--- config.mk ---
export PLATFORM = sky130hd
export DESIGN_NAME = fpu_seq_ctrl
export DESIGN_NICKNAME = d
export VERILOG_FILES = /design/src/rtl/fpu_seq_ctrl.sv
export SDC_FILE = /design/constraint.sdc
export NUM_CORES = 1
export LEC_CHECK = 0
export ABC_AREA = 1
export CORE_MARGIN = 1.5
export CORE_UTILIZATION = 50
export DETAILED_ROUTE_END_ITERATION = 7
export PLACE_DENSITY = 0.7
export SLEW_MARGIN = 20
export SYNTH_ARGS = -nofsm -noshare
export SYNTH_HDL_FRONTEND = slang
export SYNTH_SLANG_ARGS = --single-unit
--- constraint.sdc ---
create_clock -name clk -period 2.1 [get_ports clk]
set_input_delay 0.42 -clock clk [delete_from_list [all_inputs] [get_ports clk]]
set_output_delay 0.42 -clock clk [all_outputs]
set_load 0.02 [all_outputs]
--- src/rtl/fpu_seq_ctrl.sv ---
// Sequencer/scoreboard for a multi-cycle FP unit: one op in flight, per-op latency
// countdown, writeback strobe, busy-register hazard detection and sticky exception flags.
module fpu_seq_ctrl #(
  parameter int unsigned LAT_ADD   = 2,
  parameter int unsigned LAT_MUL   = 3,
  parameter int unsigned LAT_DIV   = 8,
  parameter int unsigned DBL_EXTRA = 1
) (
  input  logic       clk,
  input  logic       rst_n,
  input  logic       req_valid,
  input  logic [1:0] req_op,
  input  logic       req_dbl,
  input  logic [4:0] req_fd,
  output logic       req_stall,
  input  logic       chk_rd_en,
  input  logic [4:0] chk_rd_a,
  input  logic [4:0] chk_rd_b,
  input  logic       chk_wr_en,
  input  logic [4:0] chk_wr,
  output logic       chk_stall,
  output logic       fpu_start,
  output logic [1:0] fpu_op,
  output logic       fpu_dbl,
  input  logic [7:0] fpu_status,
  output logic       wb_en,
  output logic [4:0] wb_fd,
  output logic       wb_dbl,
  input  logic       clr_flags,
  output logic [7:0] sticky_flags
);

  typedef enum logic [1:0] {
    S_IDLE,
    S_BUSY,
    S_WB
  } state_t;

  state_t      r_state;
  state_t      w_state_nxt;
  logic [3:0]  r_cnt;
  logic [3:0]  w_cnt_nxt;
  logic [3:0]  w_lat;
  logic        w_accept;
  logic [31:0] r_busy;
  logic [1:0]  r_op;
  logic        r_dbl;
  logic [4:0]  r_fd;
  logic [7:0]  r_sticky;

  function automatic logic [3:0] f_lat(input logic [1:0] op, input logic dbl);
    int unsigned l;
    case (op)
      2'b00, 2'b01: l = LAT_ADD;
      2'b10:        l = LAT_MUL;
      default:      l = LAT_DIV;
    endcase
    if (dbl) l = l + DBL_EXTRA;
    if (l > 15) l = 15;
    return 4'(l);
  endfunction

  // A double occupies fd and fd+1; the 5-bit increment wraps 31 -> 0.
  function automatic logic [31:0] f_mask(input logic [4:0] fd, input logic dbl);
    logic [31:0] m;
    logic [4:0]  nx;
    m     = '0;
    nx    = fd + 5'd1;
    m[fd] = 1'b1;
    if (dbl) m[nx] = 1'b1;
    return m;
  endfunction

  always_comb begin
    w_state_nxt = r_state;
    w_cnt_nxt   = r_cnt;
    w_accept    = 1'b0;
    w_lat       = f_lat(req_op, req_dbl);
    case (r_state)
      S_IDLE: begin
        if (req_valid) begin
          w_accept = 1'b1;
          if (w_lat <= 4'd1) begin
            w_state_nxt = S_WB;
            w_cnt_nxt   = '0;
          end else begin
            w_state_nxt = S_BUSY;
            w_cnt_nxt   = w_lat - 4'd1;
          end
        end
      end
      S_BUSY: begin
        w_cnt_nxt = r_cnt - 4'd1;
        if (r_cnt == 4'd1) w_state_nxt = S_WB;
      end
      S_WB:    w_state_nxt = S_IDLE;
      default: w_state_nxt = S_IDLE;
    endcase
  end

  always_ff @(posedge clk or negedge rst_n) begin
    if (!rst_n) begin
      r_state  <= S_IDLE;
      r_cnt    <= '0;
      r_busy   <= '0;
      r_op     <= '0;
      r_dbl    <= 1'b0;
      r_fd     <= '0;
      r_sticky <= '0;
    end else begin
      r_state <= w_state_nxt;
      r_cnt   <= w_cnt_nxt;
      if (w_accept) begin
        r_op   <= req_op;
        r_dbl  <= req_dbl;
        r_fd   <= req_fd;
        r_busy <= r_busy | f_mask(req_fd, req_dbl);
      end else if (r_state == S_WB) begin
        r_busy <= r_busy & ~f_mask(r_fd, r_dbl);
      end
      if (clr_flags)              r_sticky <= '0;
      else if (r_state == S_WB)   r_sticky <= r_sticky | fpu_status;
    end
  end

  assign fpu_start    = w_accept & rst_n;
  assign req_stall    = req_valid & (r_state != S_IDLE);
  assign wb_en        = (r_state == S_WB);
  assign fpu_op       = r_op;
  assign fpu_dbl      = r_dbl;
  assign wb_fd        = r_fd;
  assign wb_dbl       = r_dbl;
  assign sticky_flags = r_sticky;
  assign chk_stall    = (chk_rd_en & (r_busy[chk_rd_a] | r_busy[chk_rd_b]))
                      | (chk_wr_en & r_busy[chk_wr]);

endmodule

# Word level (Yosys, flattened, before mapping)
# Cells that the tools add are included.
[word_totals] regBits=54 input_bits=37 wordCells=92
[classes] reduce_logical=13 eq_ne=7 bitwise_logic=12 mux=35 order_cmp=13 n_addsub=5
[op_table] cell="two-way mux 32 bit" count=8
[op_table] cell="bitwise OR 32 bit" count=3
[op_table] cell="less-than comparator 5 x 6 -> 1 bit, second input constant" count=7
[op_table] cell="adder 32 x 1 -> 32 bit, second input constant" count=1
[op_table] cell="AND 32 bit" count=1
[op_table] cell="greater-than comparator 32 x 4 -> 1 bit, second input constant" count=1
[op_table] cell="inverter 32 bit" count=1
[op_table] cell="demux 1 bit (select 5 bit)" count=4
[op_table] cell=">= comparator 5 x 1 -> 1 bit, second input constant" count=4
[op_table] cell="two-way mux 8 bit" count=2
[op_table] cell="one-hot mux 4 bit (2 select lines)" count=2
[op_table] cell="binary-select mux 1 bit (select 5 bit)" count=3
[op_table] cell="two-way mux 4 bit" count=3
[op_table] cell="adder 5 x 1 -> 5 bit, second input constant" count=2
[op_table] cell="two-way mux 1 bit" count=9
[op_table] cell="bitwise OR 8 bit" count=1
[op_table] cell="nonzero test 2 bit" count=4
[op_table] cell="subtractor 4 x 1 -> 4 bit, second input constant" count=2
[op_table] cell="two-way mux 2 bit" count=3
[op_table] cell="AND 1 bit" count=4
[op_table] cell="equality test 2 x 1 -> 1 bit, second input constant" count=2
[op_table] cell="equality test 2 bit, second input constant" count=2
[op_table] cell="equality test 4 x 1 -> 1 bit, second input constant" count=1
[op_table] cell="less-or-equal comparator 4 x 1 -> 1 bit, second input constant" count=1
[op_table] cell="7 further kinds" count=14

# Depth between registers and ports, before layout
[depth] depth_word=13 ltp_mapped=13 mapped_depth_nobuf=11

# Worst setup path before layout
# No wires, ideal clock.
[synth_timing] path_type="input to output" start="input chk_rd_b[0]" end="output chk_stall" required_time_ps=1680 setup_slack_ps=230 stages=13 n_path_buf=2 t_arrival_ps=1450 path_cell_list="buf_2 -> inv_2 -> buf_2 -> nand2_1 -> nand3_1 -> nand3_1 -> nand2_1 -> nand2_1 -> nand3_1 -> nand2_1 -> nand2_1 -> nand2_1 -> nand2_1"
[synth_via] elab_chain_len=5
[synth_lines] element="from (decl)" line_no="18" source="input logic [4:0] chk_rd_b,"
[synth_lines] element="binary-select mux 1 bit (select 5 bit)" line_no="134" source="assign chk_stall = (chk_rd_en & (r_busy[chk_rd_a] | r_busy[chk_rd_b]))"
[synth_lines] element="two-way mux 1 bit (implied by the code)" line_no="134"
[synth_lines] element="bitwise OR 1 bit" line_no="134"
[synth_lines] element="AND 1 bit" line_no="134"
[synth_lines] element="bitwise OR 1 bit" line_no="135" source="| (chk_wr_en & r_busy[chk_wr]);"
[synth_lines] element="to (decl)" line_no="21" source="output logic chk_stall,"
# No other way between the ends. The select of a mux whose other input is x is not followed.

# Final worst setup path
[layout_timing] start="input chk_wr[1]" end="output chk_stall"
[layout_via] elab_chain_len=4
[layout_lines] element="from (decl)" line_no="20" source="input logic [4:0] chk_wr,"
[layout_lines] element="binary-select mux 1 bit (select 5 bit)" line_no="135"
[layout_lines] element="two-way mux 1 bit (implied by the code)" line_no="135"
[layout_lines] element="AND 1 bit" line_no="135"
[layout_lines] element="bitwise OR 1 bit" line_no="135"
# No other way between the ends. The select of a mux whose other input is x is not followed.

==> reports/qor.yml <==
status: "completed"
critPathKind: "in2out"
std_cell_rows: 33
antenna_found_initial: 0
setup_viol: 0
ioPinCount: 58
tightest_slew_ns: 0.717
ys_types: 36
post-route-util_pct: 64.3
hp-class: "in2async"
cts_htree_levels: 2
min_period_over_period_pct: 99.9
power_mw: 5.22
antenna_left: 0
worstSkewPairLatency_ns: 0.31
placedInstanceArea_um2: 5010
path_cells: "dlygate4sd2_1, buf_4, a21oi_1, o21ai_0, nand3_1, nand2_1, nand2_1, nand3_1, nand3_1, nand2_1, buf_6"
rr_worst_depth: 5
viasPerCell: 5.80
maxSlewHeadroom_pct: 52.1
ctsLongestPathBuffers: 2
die_x_um: 94.1
min_period_ns: 2.10
dr.pass1.iters: 5
dieArea_um2: 8860
dpl.hpwl_mm: 10.5
gr-max-usage-layer: "met2"
gp_congestion: 0.957
synth-seq-area-share_pct: 32.5
final_cell_area_um2: 5230
grt_pass1_vias: 4583
cts_made_buffers: 5
grt_util_met1_pct: 39.9
portBuffers: 57
drive_above_1_share_pct: 14.2
fillCellCount: 816
p_leak_nw: 2.45
final_max_slew_viol_count: 0
die_h_um: 94.1
ys.warnings.count: 0
overflow: 0
cp-start-kind: "input port"
max_stage_delay_ns: 0.27
synthesis.nets: 686
fmaxAchievable_ghz: 0.477
grt_max_degree: 55
rsz0062_at_grt: "true"
r2r-start: "r_state[0]$_DFFE_PN0P_"
wl_per_cell_um: 16.6
worstSetupEndpointType: "primary output"
use_met3_pct: 5.34
r2r_end: "r_busy[15]$_DFFE_PN0P_"
syn_avg_cell_area_um2: 6.44
diodes: 0
cp.depth: 11
critPathSlowestCell: "dlygate4sd2_1"
hold_viol: 0
grt_use_met2_pct: 53.9
dr.first_iter.drc_count: 367
crit_buf_inv: 3
start_util_pct: 51.0
netlist_area_um2: 4150
grt_pass1_wl_mm: 22.1
synth_cells: 645
arrival_ns: 1.68
max_cap_violations: 0
r2r_slack_ns: 0.14
fin_tns_setup_ns: 0
clkSinkCount: 54
wirelength_mm: 13.7
peakVddDrop_mv: 0.722
finClkSkew_ns: 0.00595
drc_errors: 0
cpLargestDelayFamily: "buffers and inverters"
core_um2: 8130
tritoncts: "done"
crit_path_end: "chk_stall"
crit_path_max_fanout: 5
crit_start: "chk_wr[1]"
power_density_nw_per_um2: 998
clkTransAtPathRegs_ns: 0.10
syn2layout_area_growth_pct: 25.9
grt_usage_pct: 32.1
nets: 759
cts_root_buffer: "clkbuf_8"
synth_seq_cells: 54
required_ns: 1.68
vias: 4781
[report_power, final]
group | total (mW) | internal [mW] | switching (mW)
logic | 2.62 | 0.962 | 1.65
registers | 1.90 | 1.41 | 0.492
clock network | 0.698 | 0.352 | 0.347
total | 5.22 | 2.72 | 2.49
[state kept, by name (all words and copies together), names as in the netlist]
name	flops
fpu_dbl	1
fpu_op	2
r_busy	32
r_cnt	4
r_state	2
sticky_flags	8
wb_fd	5
[metrics by stage]
step                      instances  hold slack (ns)  worst slack, ns
final                           824            0.245          0.00169
after global routing            824            0.297          -0.0631
after CTS                       819            0.272         0.000790
after detailed placement        811            0.472           -0.753
after global placement          811            0.461           -0.700
after floorplan                 645            0.124            0.230
[cell usage in the layout, fill, tap and decap left out, types with 6 or more instances in the layout]
cell and count:
nor2_1 45, nor3_1 6, inv_1 70, a21oi_1 27, buf_4 29, o21ai_1 21
o211ai_1 8, nand2_1 148, nand3_1 71, dfrtp_2 7, clkdlybuf4s50_1 45, o21ai_0 92
nand4_1 6, nand2_2 7, dfrtp_1 47, inv_2 12
[final cells by class]
class	instances	area, um2	area share [%]
multi-input combinational	477	2370	45.4
timing repair buffer	95	925	17.7
tap	105	131	2.51
clock inverter	3	40.0	0.766
clock buffer	5	68.8	1.32
sequential	54	1360	26.0
inverter	85	329	6.30
[synth_stat cells]
cell	number	area [um2]
a211oi_1	1	7.51
a21boi_0	3	22.5
a21o_1	2	15.0
a21oi_1	29	145
a221oi_1	1	8.76
a22o_1	1	8.76
a22oi_1	2	15.0
a32oi_1	1	8.76
buf_1	1	3.75
buf_2	11	55.1
buf_4	7	52.6
clkbuf_1	10	37.5
dfrtp_1	54	1350
ha_1	4	50.1
inv_1	78	293
inv_2	7	26.3
nand2_1	153	574
nand2_2	2	12.5
nand2_4	3	33.8
nand3_1	75	375
nand4_1	6	37.5
nor2_1	45	169
nor2_2	5	31.3
nor2_4	1	11.3
nor2_8	1	20.0
nor3_1	6	30.0
nor3_2	5	50.1
nor4_1	1	6.26
o2111ai_1	1	8.76
o211ai_1	8	60.1
o21ai_0	97	485
o21ai_1	16	80.1
o221ai_1	1	8.76
o22ai_1	2	12.5
o311ai_0	2	17.5
xor2_1	3	26.3
[layer usage]
| metal | vias to the layer above | wire (um) |
|---|---|---|
| li1 | 2292 | - |
| met1 | 2185 | 5480 |
| met2 | 243 | 6540 |
| met3 | 61 | 1030 |
| met4 | 0 | 618 |
| met5 | - | 0 |
[cells by family after synthesis]
group | synth area share (%)
flops | 32.5
compound gates | 21.8
xor+xnor | 0.633
simple gates | 32.5
fa+ha+maj | 1.21
buf+inv | 11.3
[worst register-to-register path, delay by kind of cell (launching register included)]
| family | cells | cell delay, ns |
|---|---|---|
| flip-flops | 1 | 0.43 |
| AND/OR/NAND/NOR | 1 | 0.22 |
| AO/OA/AOI/OAI | 2 | 0.57 |
| buffers and inverters | 2 | 0.60 |
[how the worst min path moves through the flow]
stage	startpoint	end	slack (ns)	cells past startpoint
2_1_floorplan	rst_n	fpu_dbl$_DFFE_PN0P_	0.12	0
3_3_place_gp	r_cnt[3]$_DFFE_PN0P_	r_cnt[3]$_DFFE_PN0P_	0.46	1
3_5_place_dp	r_cnt[3]$_DFFE_PN0P_	r_cnt[3]$_DFFE_PN0P_	0.47	1
4_1_cts	rst_n	r_cnt[3]$_DFFE_PN0P_	0.27	2
5_1_grt	rst_n	r_cnt[1]$_DFFE_PN0P_	0.30	2
6_report	rst_n	r_cnt[3]$_DFFE_PN0P_	0.24	2
[timing repair]
item / in CTS / in global routing
buffers inserted: 0 / 4
cloned: 0 / 1
endpoints found under the setup margin: 2 / 3
gates resized for setup: 21 / 44
hold buffers: 0 / 0
pin swaps: 0 / 13
No activity file was read; power rests on OpenSTA's default activity.
